$ cat config.mk
export PLATFORM = sky130hd
export DESIGN_NAME = mux_serializer
export DESIGN_NICKNAME = d
export VERILOG_FILES = /design/src/rtl/mux_serializer_pkg.sv /design/src/rtl/mux_serializer_mux8to1.sv /design/src/rtl/mux_serializer.sv
export SDC_FILE = /design/constraint.sdc
export NUM_CORES = 1
export LEC_CHECK = 0
export ABC_AREA = 1
export BUFFER_PORTS_ARGS = -buffer_cell sky130_fd_sc_hd__buf_2
export CORE_AREA = 5 5 42 44
export DETAILED_ROUTE_END_ITERATION = 6
export DIE_AREA = 0 0 47 49
export PLACE_DENSITY = 0.76
export SYNTH_ARGS = -nofsm -noshare
export SYNTH_HDL_FRONTEND = slang
export SYNTH_SLANG_ARGS = --single-unit
export TNS_END_PERCENT = 5
$ cat constraint.sdc
create_clock -name clk -period 3.66 [get_ports clk]
set_input_delay 0.915 -clock clk [delete_from_list [all_inputs] [get_ports clk]]
set_output_delay 0.915 -clock clk [all_outputs]
set_load 0.01 [all_outputs]
$ cat src/rtl/mux_serializer_pkg.sv
// Shared types and widths for the mux serializer slice.
// State codes keep the numeric values used by the original encoding.
package mux_serializer_pkg;

   localparam int unsigned SEL_W  = 3;
   localparam int unsigned WORD_W = 8;
   localparam int unsigned GAP_W  = 4;

   typedef enum logic [1:0] {
      ST_IDLE  = 2'd0,
      ST_SHIFT = 2'd1,
      ST_GAP   = 2'd2
   } state_t;

endpackage

$ cat src/rtl/mux_serializer_mux8to1.sv
// 8:1 bit multiplexer: picks in[sel] onto cout.
module mux8to1
   import mux_serializer_pkg::*;
(
   input  logic [WORD_W-1:0] in,
   input  logic [SEL_W-1:0]  sel,
   output logic              cout
);

   always_comb cout = in[sel];

endmodule

$ cat src/rtl/mux_serializer.sv
// Parallel-to-serial stage: latches a word, then walks the mux select through
// all eight bit positions with valid/ready on both sides and frame markers.
module mux_serializer
   import mux_serializer_pkg::*;
#(
   parameter bit          MSB_FIRST = 1'b0,
   parameter int unsigned GAP       = 0
) (
   input  logic              clk,
   input  logic              rst,
   input  logic [WORD_W-1:0] in_data,
   input  logic              in_valid,
   output logic              in_ready,
   output logic              ser_out,
   output logic              ser_valid,
   input  logic              ser_ready,
   output logic              ser_first,
   output logic              ser_last,
   output logic [SEL_W-1:0]  sel,
   output logic              busy
);

   localparam logic [SEL_W-1:0] SEL_START = MSB_FIRST ? '1 : '0;
   localparam logic [SEL_W-1:0] SEL_END   = MSB_FIRST ? '0 : '1;
   localparam logic [SEL_W-1:0] SEL_ONE   = SEL_W'(1);
   localparam logic [GAP_W-1:0] GAP_LAST  = (GAP == 0) ? '0 : GAP_W'(GAP - 1);
   localparam logic [GAP_W-1:0] GAP_ONE   = GAP_W'(1);
   localparam bit               HAS_GAP   = (GAP != 0);

   state_t              state_q, state_d;
   logic [WORD_W-1:0]   word_q, word_d;
   logic [SEL_W-1:0]    sel_q, sel_d;
   logic [GAP_W-1:0]    gap_q, gap_d;
   logic                last_beat;
   logic                in_xfer;

   always_comb begin
      last_beat = (state_q == ST_SHIFT) && (sel_q == SEL_END);
      // ser_ready feeds in_ready directly so a new word can follow the last bit
      in_ready  = !rst && ((state_q == ST_IDLE) ||
                           (last_beat && ser_ready && !HAS_GAP));
      in_xfer   = in_valid && in_ready;
   end

   always_comb begin
      state_d = state_q;
      word_d  = word_q;
      sel_d   = sel_q;
      gap_d   = gap_q;
      unique case (state_q)
         ST_IDLE: begin
            if (in_xfer) begin
               word_d  = in_data;
               sel_d   = SEL_START;
               state_d = ST_SHIFT;
            end
         end
         ST_SHIFT: begin
            if (ser_ready) begin
               if (sel_q == SEL_END) begin
                  // frame end is a compare; sel is reloaded rather than wrapped
                  sel_d = SEL_START;
                  if (HAS_GAP) begin
                     gap_d   = '0;
                     state_d = ST_GAP;
                  end else if (in_xfer) begin
                     word_d  = in_data;
                     state_d = ST_SHIFT;
                  end else begin
                     state_d = ST_IDLE;
                  end
               end else if (MSB_FIRST) begin
                  sel_d = sel_q - SEL_ONE;
               end else begin
                  sel_d = sel_q + SEL_ONE;
               end
            end
         end
         ST_GAP: begin
            if (gap_q == GAP_LAST) begin
               state_d = ST_IDLE;
            end else begin
               gap_d = gap_q + GAP_ONE;
            end
         end
         default: begin
            state_d = ST_IDLE;
            sel_d   = SEL_START;
         end
      endcase
   end

   always_ff @(posedge clk) begin
      if (rst) begin
         state_q <= ST_IDLE;
         word_q  <= '0;
         sel_q   <= SEL_START;
         gap_q   <= '0;
      end else begin
         state_q <= state_d;
         word_q  <= word_d;
         sel_q   <= sel_d;
         gap_q   <= gap_d;
      end
   end

   always_comb begin
      ser_valid = (state_q == ST_SHIFT);
      ser_first = (state_q == ST_SHIFT) && (sel_q == SEL_START);
      ser_last  = (state_q == ST_SHIFT) && (sel_q == SEL_END);
      busy      = (state_q == ST_SHIFT) || (state_q == ST_GAP);
      sel       = sel_q;
   end

   mux8to1 u_mux (
      .in   (word_q),
      .sel  (sel_q),
      .cout (ser_out)
   );

endmodule

After elaboration in Yosys (flattened, before gate mapping)
Index checks and enable logic that the tools add are counted.
{ "totals": {"input_bits": 12, "elab_cells": 48, "output_inout_bits": 9, "register_bits": 17} }
{ "op_classes": {"mux": 16, "add_sub_neg": 2, "n_reduce_logical": 16, "eq_ne": 7, "n_bitwise": 2, "magnitude_cmp": 1} }
{ "ops": {"columns": ["cell", "n"], "rows": [
  ["8-bit two-way mux", 3],
  ["8-bit case mux with 2 select lines", 1],
  ["3-bit two-way mux", 3],
  ["3-bit case mux with 3 select lines", 1],
  ["2-bit two-way mux", 4],
  ["2-bit case mux with 3 select lines", 1],
  ["3-bit AND reduction", 2],
  ["1-bit logical AND", 5],
  ["4-bit by 1-bit adder with 4-bit output, second input constant", 1],
  ["4-bit zero test", 1],
  ["3-bit by 4-bit < comparator with 1-bit output, second input constant", 1],
  ["2-bit by 1-bit != test with 1-bit output, second input constant", 2],
  ["2-bit != test, second input constant", 2],
  ["4-bit AND reduction", 1],
  ["3-bit by 1-bit adder with 3-bit output, second input constant", 1],
  ["1-bit binary-select mux with 3-bit select", 1],
  ["3-bit equality test, second input constant", 1],
  ["3-bit zero test", 1],
  ["2-bit by 1-bit equality test with 1-bit output, second input constant", 1],
  ["2-bit equality test, second input constant", 1],
  ["2-bit zero test", 1],
  ["1-bit logical OR", 2],
  ["1-bit two-way mux", 2],
  ["1-bit NOT", 2],
  ["3 further kinds", 3]
]} }

Logic depth before layout (Yosys ltp)
{ "depth": {"word_depth": 10, "mapped_depth": 8, "ltp_nobuf": 8} }

By module
Synthesis repeated with hierarchy kept, for this count alone.
{ "unflattened": {"hier_cells": 101, "hier_area_um2": 691.9} }
{ "modules_own_cells": {"columns": ["mod", "cells_per_inst", "n_inst", "seq_area_each_um2", "area_each_um2"], "rows": [
  ["mux_serializer", 73, 1, 240.2, 581.8],
  ["mux8to1", 28, 1, 0.0, 110.1]
]} }

Worst setup path before layout
Ideal clock, no wire load.
{ "synth_timing": {"path_kind": "input-to-output", "start": "in ser_ready", "end": "out in_ready", "required_ps": 2745, "setup_slack_ps": 1577, "n_path_buf": 0, "t_arrival_ps": 1168, "stages": 2, "path_cell_list": "nand2_2 -> a21oi_1"} }
{ "synth_via": {"elab_chain_len": 3} }
{ "synth_rtl": {"columns": ["element", "line_no", "text"], "rows": [
  ["start: declaration", "mux_serializer.sv:16", "input logic ser_ready,"],
  ["1-bit logical AND", "mux_serializer.sv:41", "(last_beat && ser_ready && !HAS_GAP));"],
  ["1-bit logical OR", "mux_serializer.sv:40", "in_ready = !rst && ((state_q == ST_IDLE) ||"],
  ["1-bit logical AND", "mux_serializer.sv:40", null],
  ["end: declaration", "mux_serializer.sv:13", "output logic in_ready,"]
]} }
Every way passes these cells.

Final worst setup path
{ "layout_timing": {"start": "reg sel_q[0] (netlist: sel[0])", "end": "out in_ready"} }
{ "layout_via": {"elab_chain_len": 5} }
{ "layout_rtl": {"columns": ["element", "line_no", "text"], "rows": [
  ["start: declaration", "mux_serializer.sv:32", "logic [SEL_W-1:0] sel_q, sel_d;"],
  ["start signal: assignment", "mux_serializer.sv:102", "sel_q <= sel_d;"],
  ["3-bit equality test", "mux_serializer.sv:38", "last_beat = (state_q == ST_SHIFT) && (sel_q == SEL_END);"],
  ["1-bit logical AND", "mux_serializer.sv:38", null],
  ["1-bit logical AND", "mux_serializer.sv:41", null],
  ["1-bit logical OR", "mux_serializer.sv:40", null],
  ["1-bit logical AND", "mux_serializer.sv:40", null]
]} }
Every way passes these cells.

==> metrics.md <==
| Metric | Value |
|---|---|
| Setup TNS | `0 ps` |
| Worst hold path class | `register to register` |
| Slew Limit Headroom | `about 77%` |
| Post-CTS setup buffer count | `0` |
| Initial antenna violation count | `0` |
| Dpl hpwl | `between 1 and 1.5 mm` |
| RSZ-0062 raised after global routing | `false` |
| Horiz. Die Dim | `between 40 and 50 um` |
| Initial Util | `45.36%` |
| Layout cell share with drive strength beyond 1 | `26.09%` |
| Num rows | `14` |
| Max-slew violations | `0` |
| Final Skew | `about 2.6 ps` |
| Die Y | `just under 50 um` |
| TritonCTS clock tree | `yes` |
| DRT Wirelength | `between 1 and 1.5 mm` |
| Post-route DRC | `0` |
| Gate Count Post-Synth | `93` |
| Final net count | `131` |
| Most frequent cell after synthesis | `nand2_1` |
| Vias per cell | `~4.6` |
| Initial drt markers | `7` |
| Post-synth top cells | `32 x nand2_1, 17 x nand3_1, 14 x inv_1` |
| Vias in the first global route | `~550` |
| H-tree depth | `1` |
| Worst VDD drop | `roughly 0.21 mV` |
| Async S/R FF share, synth | `0%` |
| Min Tclk post-route | `~2400 ps` |
| CP max FO | `8` |
| First-pass detailed-route iteration total | `2` |
| Pre-CTS setup slack | `roughly 1400 ps` |
| Final Hold Vio Count | `0` |
| Final Cycle Share | `between 60% and 70%` |
| Warnings from Yosys | `0` |
| Ranking of synthesized cells by area | `dfxtp_1 38%, nand2_1 19%, nand3_1 13%` |
| Clock insertion delay at the later pin of the skew report | `~270 ps` |
| Drt wl/cell | `around 10 um` |
| CP required | `2740 ps` |
| First-pass GRT wire length | `approximately 2.2 mm` |
| Status | `complete, no violations` |
| DR vias | `608` |
| Critical Path Start Type | `register` |
| Gpl congestion | `about 0.83` |
| CTS Buf Count | `3` |
| CORE AREA | `1401 um2` |
| Max-capacitance violation count | `0` |
| Worst slew pin tran | `approximately 340 ps` |
| N_diodes | `0` |
| Critical path type | `register to output pin` |
| Clk pin slew, worst setup/hold paths | `around 70 ps` |
| # hold bufs at CTS | `0` |
| Grt ovf | `0` |
| Clock sink count | `12` |
| Setup WS post-layout | `1276 ps` |
| Clock Path Buffers | `2` |
| Leak Pwr | `0.4219 nW` |
| Register area share after synthesis | `between 30% and 40%` |
| CP endpoint kind | `output pin` |
| Worst path arrival time | `between 1000 and 1500 ps` |
| Largest net degree at the start of global routing | `12` |
| Power Dens Cells | `approximately 370 nW/um2` |
| Post-route ant nets | `0` |
| Synth cell types | `14` |
| Post_cts resized | `0` |
| Fmax | `between 400 and 500 MHz` |
| Die area | `between 2000 and 2500 um2` |
| IO buf count | `20` |
| Most used DFF post-synth | `dfxtp_1` |
| #FFs+latches synth | `12` |
| CTS root buffer | `clkbuf_4` |
| Ports | `21` |
| Number of synthesized flops with an enable pin | `0` |
| Share of the synthesized area in the top cell type | `37.80%` |
| Area delta synth->final | `22.64%` |
| Synthesized net count | `between 100 and 150` |
| Setup violators final | `0` |
| Mapped Area | `approximately 640 um2` |
| Synth Area per Inst | `a little under 7 um2` |
| Post-synth top area cell | `dfxtp_1` |
| Total GRT Usage | `around 14%` |
power breakdown:
part           leakage [nW]  internal (mW)  total [mW]  switching, mW
Combinational         0.302         0.0180      0.0431         0.0251
Clock                0.0210         0.0605       0.103         0.0430
Sequential           0.0985          0.139       0.145        0.00661
Total                 0.422          0.217       0.292         0.0747
final cells by class:
cell class / instances / area [um2]
clock buffers: 4 / 36.28
inverters: 16 / 65.06
well taps: 16 / 20.02
fillers: 142 / 621.8
repair buffers: 20 / 100.1
flip-flops and latches: 12 / 240.2
multi-input cells: 63 / 317.8
cells by family (layout without fill, tap and decap cells):
family                   count (synthesis)  in the layout  synth area share (%)
adder cells (fa/ha/maj)                  3              3                 5.906
AO/OA/AOI/OAI                            5              5                 3.936
flip-flops                              12             12                 37.80
AND/OR/NAND/NOR                         55             55                 40.16
buffers and inverters                   18             40                 12.20
worst paths after layout:
kind                                from                      to  slack, ps  depth (start not counted)
setup reg to reg     sel[0]$_SDFFE_PP0P_  word_q[5]$_SDFFE_PP0P_       2190                          8
hold reg to reg   word_q[6]$_SDFFE_PP0P_  word_q[6]$_SDFFE_PP0P_        470                          2
setup / recovery     sel[0]$_SDFFE_PP0P_                in_ready       1280                          5
hold / removal    word_q[6]$_SDFFE_PP0P_  word_q[6]$_SDFFE_PP0P_        470                          2
flip-flops by register name, indices dropped and copies added, names as in the netlist:
signal   count
word_q       8
state_q      1
sel          3
cells in the final DEF (no fill, tap or decap):
cell type  synthesis  final
a21oi_1            5      5
buf_2              1     20
clkbuf_4           0      3
clkbuf_8           0      1
dfxtp_1           12     12
ha_1               3      3
inv_1             14     14
inv_4              2      2
nand2_1           32     32
nand2_2            2      2
nand3_1           17     17
nand3_2            1      1
nand3_4            1      1
nand4_1            1      1
nor2_1             1      1
metrics by stage:
stage | utilization (%) | cell area (um2) | total power [mW] | std cells | hold WS [ps]
floorplan | - | 635.6 | 0.1753 | 93 | 445.3
global placement | 53.04 | 743.2 | 0.1903 | 127 | 456.6
global route | 55.63 | 779.5 | 0.3114 | 131 | 508.5
detailed placement | 53.04 | 743.2 | 0.1917 | 127 | 460.1
CTS | 55.63 | 779.5 | 0.2977 | 131 | 471.9
finish | 55.63 | 779.5 | 0.2918 | 131 | 465.8
layer usage:
layer  up-vias  routed length (um)  track usage (%)
met4         0                  65            13.82
met2        14                 611            19.46
li1        333                   -                -
met1       257                 579            15.88
met3         4                  60            3.321
met5         -                   0                0
critical path, cell delays in order, from the launching register on:
cell and delay [ps]:
dfxtp_1 470, ha_1 200, ha_1 200, nand2_2 80, a21oi_1 110, buf_2 140
Power figures use the tool's default switching activity.
